**config.mk**
```make
export PLATFORM = sky130hd
export DESIGN_NAME = stream_unpacker_flat
export DESIGN_NICKNAME = d
export VERILOG_FILES = /design/src/rtl/sdr_stream_pkg.sv /design/src/rtl/stream_unpacker_if.sv /design/src/rtl/stream_unpacker.sv /design/src/flat_wrapper.sv
export SDC_FILE = /design/constraint.sdc
export NUM_CORES = 1
export LEC_CHECK = 0
export CAP_MARGIN = 15
export CORE_UTILIZATION = 40
export CTS_CLUSTER_DIAMETER = 100
export DETAILED_ROUTE_END_ITERATION = 7
export GPL_ROUTABILITY_DRIVEN = 0
export PLACE_DENSITY_LB_ADDON = 0.12
export SYNTH_ARGS = -nofsm -noshare
export SYNTH_HDL_FRONTEND = slang
export SYNTH_SLANG_ARGS = --single-unit
```
**constraint.sdc**
```tcl
create_clock -name clk -period 4 [get_ports clk]
set_input_delay 0.8 -clock clk [delete_from_list [all_inputs] [get_ports clk]]
set_output_delay 0.8 -clock clk [all_outputs]
set_load 0.02 [all_outputs]
```
**src/rtl/sdr_stream_pkg.sv**
```systemverilog
// Shared types and elaboration helpers for the sample-path stream blocks.
package sdr_stream_pkg;

    typedef enum logic {
        EMPTY  = 1'b0,
        ACTIVE = 1'b1
    } unpack_state_t;

    // A wide word must split into a whole number of non-empty chunks.
    function automatic bit widthsOk(input int inWidth, input int outWidth);
        return (outWidth >= 1) && (inWidth >= outWidth) && ((inWidth % outWidth) == 0);
    endfunction

endpackage

```
**src/rtl/stream_unpacker_if.sv**
```systemverilog
// Wide-in / narrow-out valid-ready bundle; the unpacker sits on the slave side.
interface stream_unpacker_if #(
    parameter int IN_WIDTH  = 32,
    parameter int OUT_WIDTH = 8
);

    logic                 in_valid;
    logic                 in_ready;
    logic [IN_WIDTH-1:0]  in_data;
    logic                 in_last;
    logic                 out_valid;
    logic                 out_ready;
    logic [OUT_WIDTH-1:0] out_data;
    logic                 out_last;

    modport slave (
        input  in_valid, in_data, in_last, out_ready,
        output in_ready, out_valid, out_data, out_last
    );

    modport master (
        output in_valid, in_data, in_last, out_ready,
        input  in_ready, out_valid, out_data, out_last
    );

endinterface

```
**src/rtl/stream_unpacker.sv**
```systemverilog
// Splits each wide input word into RATIO narrow chunks, one per cycle,
// refilling on the last chunk so consecutive words stream without bubbles.
module stream_unpacker
    import sdr_stream_pkg::*;
#(
    parameter int IN_WIDTH  = 32,
    parameter int OUT_WIDTH = 8,
    parameter bit MSB_FIRST = 1'b0
) (
    input logic              clk,
    input logic              rst,
    stream_unpacker_if.slave bus
);

    localparam int RATIO = IN_WIDTH / OUT_WIDTH;
    localparam int IDX_W = (RATIO > 1) ? $clog2(RATIO) : 1;
    localparam logic [IDX_W-1:0] LAST_IDX = IDX_W'(RATIO - 1);

    if (!widthsOk(IN_WIDTH, OUT_WIDTH)) begin : g_badWidths
        $error("stream_unpacker: IN_WIDTH must be a nonzero multiple of OUT_WIDTH");
    end

    unpack_state_t        state_q, state_d;
    logic [IN_WIDTH-1:0]  holdData_q, holdData_d;
    logic                 holdLast_q, holdLast_d;
    logic [IDX_W-1:0]     idx_q, idx_d;

    logic inReady;
    logic inXfer;
    logic outXfer;
    logic lastChunk;
    int   chunkSel;

    assign lastChunk = (idx_q == LAST_IDX);
    assign outXfer   = (state_q == ACTIVE) & bus.out_ready;
    // Ready depends on out_ready so a fresh word slides in behind the last chunk.
    assign inReady   = ~rst & ((state_q == EMPTY) | (outXfer & lastChunk));
    assign inXfer    = bus.in_valid & inReady;

    assign chunkSel      = MSB_FIRST ? (RATIO - 1 - int'(idx_q)) : int'(idx_q);
    assign bus.in_ready  = inReady;
    assign bus.out_valid = (state_q == ACTIVE);
    assign bus.out_data  = holdData_q[chunkSel*OUT_WIDTH +: OUT_WIDTH];
    assign bus.out_last  = holdLast_q & lastChunk;

    always_ff @(posedge clk or posedge rst) begin
        if (rst) begin
            state_q    <= EMPTY;
            holdData_q <= '0;
            holdLast_q <= 1'b0;
            idx_q      <= '0;
        end else begin
            state_q    <= state_d;
            holdData_q <= holdData_d;
            holdLast_q <= holdLast_d;
            idx_q      <= idx_d;
        end
    end

    always_comb begin
        state_d    = state_q;
        holdData_d = holdData_q;
        holdLast_d = holdLast_q;
        idx_d      = idx_q;
        case (state_q)
            EMPTY: begin
                if (inXfer) begin
                    holdData_d = bus.in_data;
                    holdLast_d = bus.in_last;
                    idx_d      = '0;
                    state_d    = ACTIVE;
                end
            end
            ACTIVE: begin
                if (outXfer) begin
                    if (!lastChunk) begin
                        idx_d = idx_q + IDX_W'(1);
                    end else if (inXfer) begin
                        holdData_d = bus.in_data;
                        holdLast_d = bus.in_last;
                        idx_d      = '0;
                    end else begin
                        idx_d   = '0;
                        state_d = EMPTY;
                    end
                end
            end
        endcase
    end

endmodule

```
**src/flat_wrapper.sv**
```systemverilog
// flat-port wrapper written by rule: the top's interface ports become plain ports
module stream_unpacker_flat import sdr_stream_pkg::*;
#(
    parameter int IN_WIDTH  = 32,
    parameter int OUT_WIDTH = 8,
    parameter bit MSB_FIRST = 1'b0
)
  (clk, rst, bus_in_valid, bus_in_data, bus_in_last, bus_out_ready, bus_in_ready, bus_out_valid, bus_out_data, bus_out_last);
  stream_unpacker_if #(.IN_WIDTH(IN_WIDTH), .OUT_WIDTH(OUT_WIDTH)) bus_i ();
  input logic clk;
  input logic rst;
  input wire logic [$bits(bus_i.in_valid)-1:0] bus_in_valid;
  input wire logic [$bits(bus_i.in_data)-1:0] bus_in_data;
  input wire logic [$bits(bus_i.in_last)-1:0] bus_in_last;
  input wire logic [$bits(bus_i.out_ready)-1:0] bus_out_ready;
  output wire logic [$bits(bus_i.in_ready)-1:0] bus_in_ready;
  output wire logic [$bits(bus_i.out_valid)-1:0] bus_out_valid;
  output wire logic [$bits(bus_i.out_data)-1:0] bus_out_data;
  output wire logic [$bits(bus_i.out_last)-1:0] bus_out_last;
  assign bus_i.in_valid = bus_in_valid;
  assign bus_i.in_data = bus_in_data;
  assign bus_i.in_last = bus_in_last;
  assign bus_i.out_ready = bus_out_ready;
  assign bus_in_ready = bus_i.in_ready;
  assign bus_out_valid = bus_i.out_valid;
  assign bus_out_data = bus_i.out_data;
  assign bus_out_last = bus_i.out_last;
  stream_unpacker #(.IN_WIDTH(IN_WIDTH), .OUT_WIDTH(OUT_WIDTH), .MSB_FIRST(MSB_FIRST)) u_core (.clk(clk), .rst(rst), .bus(bus_i));
endmodule
```
==> results.toml <==
[clocking]
post-cts-setup-buffer-count = 0
cts_root_buffer = "clkbuf_8"
cts_tree = "done"
cts_buffers = 5
clock_path_buffers = 2
cts-resized-gates = 0
htree_levels = 2
clock_sinks = 36
path_clk_slew_ns = 0.07
worstSkewPairLatency_ns = 0.28
hold_buffers = 0

[worst_setup_path]
path_max_fanout = 11
worstReg2RegStart = "u_core.idx_q[0]"
arrival_ns = 2.18
crit_required_ns = 3.20
critPathLaunchType = "flop"
reg2reg_depth = 5
path_class = "reg2out"
r2r_setup_slack_ns = 1.49
crit_end = "bus_out_data[3]"
critPathLaunch = "u_core.idx_q[0]"
critical_path.endpoint_type = "output port"
r2r_end = "u_core.holdData_q[21]"

[routing]
viasPerCell = 5.07
wl_per_cell_microns = 16.6
drc = 0
final_antenna_net_count = 0
vias = 1004
dr.pass1.iters = 2
wirelength_met1_microns = 1480
met3_wirelength_microns = 159
wl_met2_microns = 1570
first_iter_violations = 34
top_layer_used = "met4"
drt-total-wl_microns = 3290

[logic_synthesis]
synthCells = 96
synth_area_leaders = "dfrtp_1 53%, mux2_4 26%, mux4_2 11%, buf_6 2.0%, mux2_2 2.0%"
yosysMostFrequentCell = "dfrtp_1"
syn_area_per_cell_sq_um = 17.8
ys_seq_area_share_pct = 52.6
synth-edff-count = 0
yosys.cell_types.count = 18
ys_ff_latch = 36
yosysTopAreaCellShare_pct = 52.6
synth_top_cells_by_count = "36 x dfrtp_1, 30 x mux2_4, 8 x mux4_2"
syn_nets = 134
synth_flop_cell = "dfrtp_1"
async_flop_share_pct = 100
yosysTopAreaCell = "dfrtp_1"
yosys_warnings = 0
netlist_area_sq_mm = 0.00171

[placed_design]
port_buffers = 47
hpwl_microns = 2270
place_inst = 191

[sta]
relSlewSlack_pct = 57.5
fin_tns_setup_ns = 0
fmax_ghz = 0.335
setup_viol = 0
drv_slew = 0
period_needed_ns = 2.98
grt_setup_unrepaired = "no"
fin_crit_sh_pct = 74.6
fin_worst_skew_ns = 0.00319
tightest_slew_ns = 0.638
hold_viol_final = 0

[flow_run]
drv_cap = 0

[finish]
nNetsFinal = 186
antenna_cells = 0
fillers = 317
multi_input_area_sq_um = 764
instances_no_fill = 198
area_growth_pct = 35.6
drive_gt1_share_pct = 35.8
ff_latch_area_sq_um = 901

[floorplanning]
core_area_sq_mm = 0.00406
die_area_sq_mm = 0.00454
dieHeight_microns = 67.4
dieWidth_microns = 67.4
start_util_pct = 42.2
rows = 23
io_pins = 48

[global_route]
track_usage_pct = 17.3
grt_pass1_vias = 1102
grt_max_degree = 37
grt_overflow = 0
grt_antenna_before_repair = 0
grt_pass1_wl_microns = 5500

[power_and_ir_drop]
p_leak_nw = 0.997
power_density_mw_per_mm2 = 776
ir_drop_mv = 0.275

[status]
status = "complete, no violations"

[min_path]
hold_class = "reg2reg"
cell type report:
| class | instances | share of cell area, % |
|---|---|---|
| Multi-Input combinational cell | 54 | 32.9 |
| Inverter | 1 | 0.162 |
| Clock buffer | 7 | 4.15 |
| Tap cell | 50 | 2.70 |
| Timing Repair Buffer | 50 | 21.2 |
| Sequential cell | 36 | 38.8 |
cells by family (layout without fill, tap and decap cells):
family          count (synthesis)  after routing  share of synthesized area (%)
mux                            41             41                           38.8
compound gates                  4              4                           2.41
simple gates                    8              8                           2.70
flops                          36             36                           52.6
fa+ha+maj                       1              1                          0.731
buf+inv                         6             58                           2.70
metrics by stage:
stage	instance area (sq um)	hold WS [ns]	setup slack, ns	total power, mW	utilization [%]
global route	2320	0.524	0.861	1.92	57.2
detailed placement	2220	0.490	1.05	1.54	54.8
finish	2320	0.503	1.02	1.80	57.2
global placement	2220	0.488	1.07	1.51	54.8
floorplan	1710	0.474	2.01	1.25	-
CTS	2320	0.507	0.954	1.83	57.2
metal layers:
metal  vias up  GRT usage [%]
li1        456              -
met1       514           21.8
met2        27           26.5
met3         7           5.24
met4         0           9.57
met5         -              0
how the worst min path moves through the flow:
stage | start | end | slack (ns) | depth (start not counted)
floorplan | u_core.holdLast_q | u_core.holdLast_q | 0.47 | 1
global placement | u_core.holdData_q[21] | u_core.holdData_q[21] | 0.49 | 1
detailed placement | u_core.holdData_q[17] | u_core.holdData_q[17] | 0.49 | 1
CTS | u_core.holdData_q[21] | u_core.holdData_q[21] | 0.51 | 1
global route | u_core.holdData_q[19] | u_core.holdData_q[19] | 0.52 | 1
finish | u_core.holdData_q[22] | u_core.holdData_q[22] | 0.50 | 1
critical path, cell delays in order, from the launching register on:
cell	delay [ns]
dfrtp_1	0.75
mux4_2	0.59
clkdlybuf4s50_1	0.56
flip-flops by register name, summed over array words and instances (netlist names):
| name | count |
|---|---|
| u_core.bus.out_valid | 1 |
| u_core.idx_q | 2 |
| u_core.holdData_q | 32 |
| u_core.holdLast_q | 1 |
power breakdown:
group          internal [mW]  switching [mW]  total (mW)
combinational          0.556           0.277       0.833
clock                  0.153           0.122       0.275
sequential             0.546           0.148       0.694
total                   1.26           0.547        1.80
cell usage in the layout, fill, tap and decap left out, drive strengths merged:
| cell | n |
|---|---|
| a21boi | 1 |
| and2 | 1 |
| buf | 3 |
| clkbuf | 7 |
| clkdlybuf4s50 | 47 |
| dfrtp | 36 |
| ha | 1 |
| inv | 1 |
| mux2 | 33 |
| mux4 | 8 |
| nand2 | 2 |
| nand2b | 2 |
| nand3 | 1 |
| nor2 | 2 |
| o211ai | 2 |
| o31ai | 1 |
Note: power is estimated with default switching activity, not from simulation.
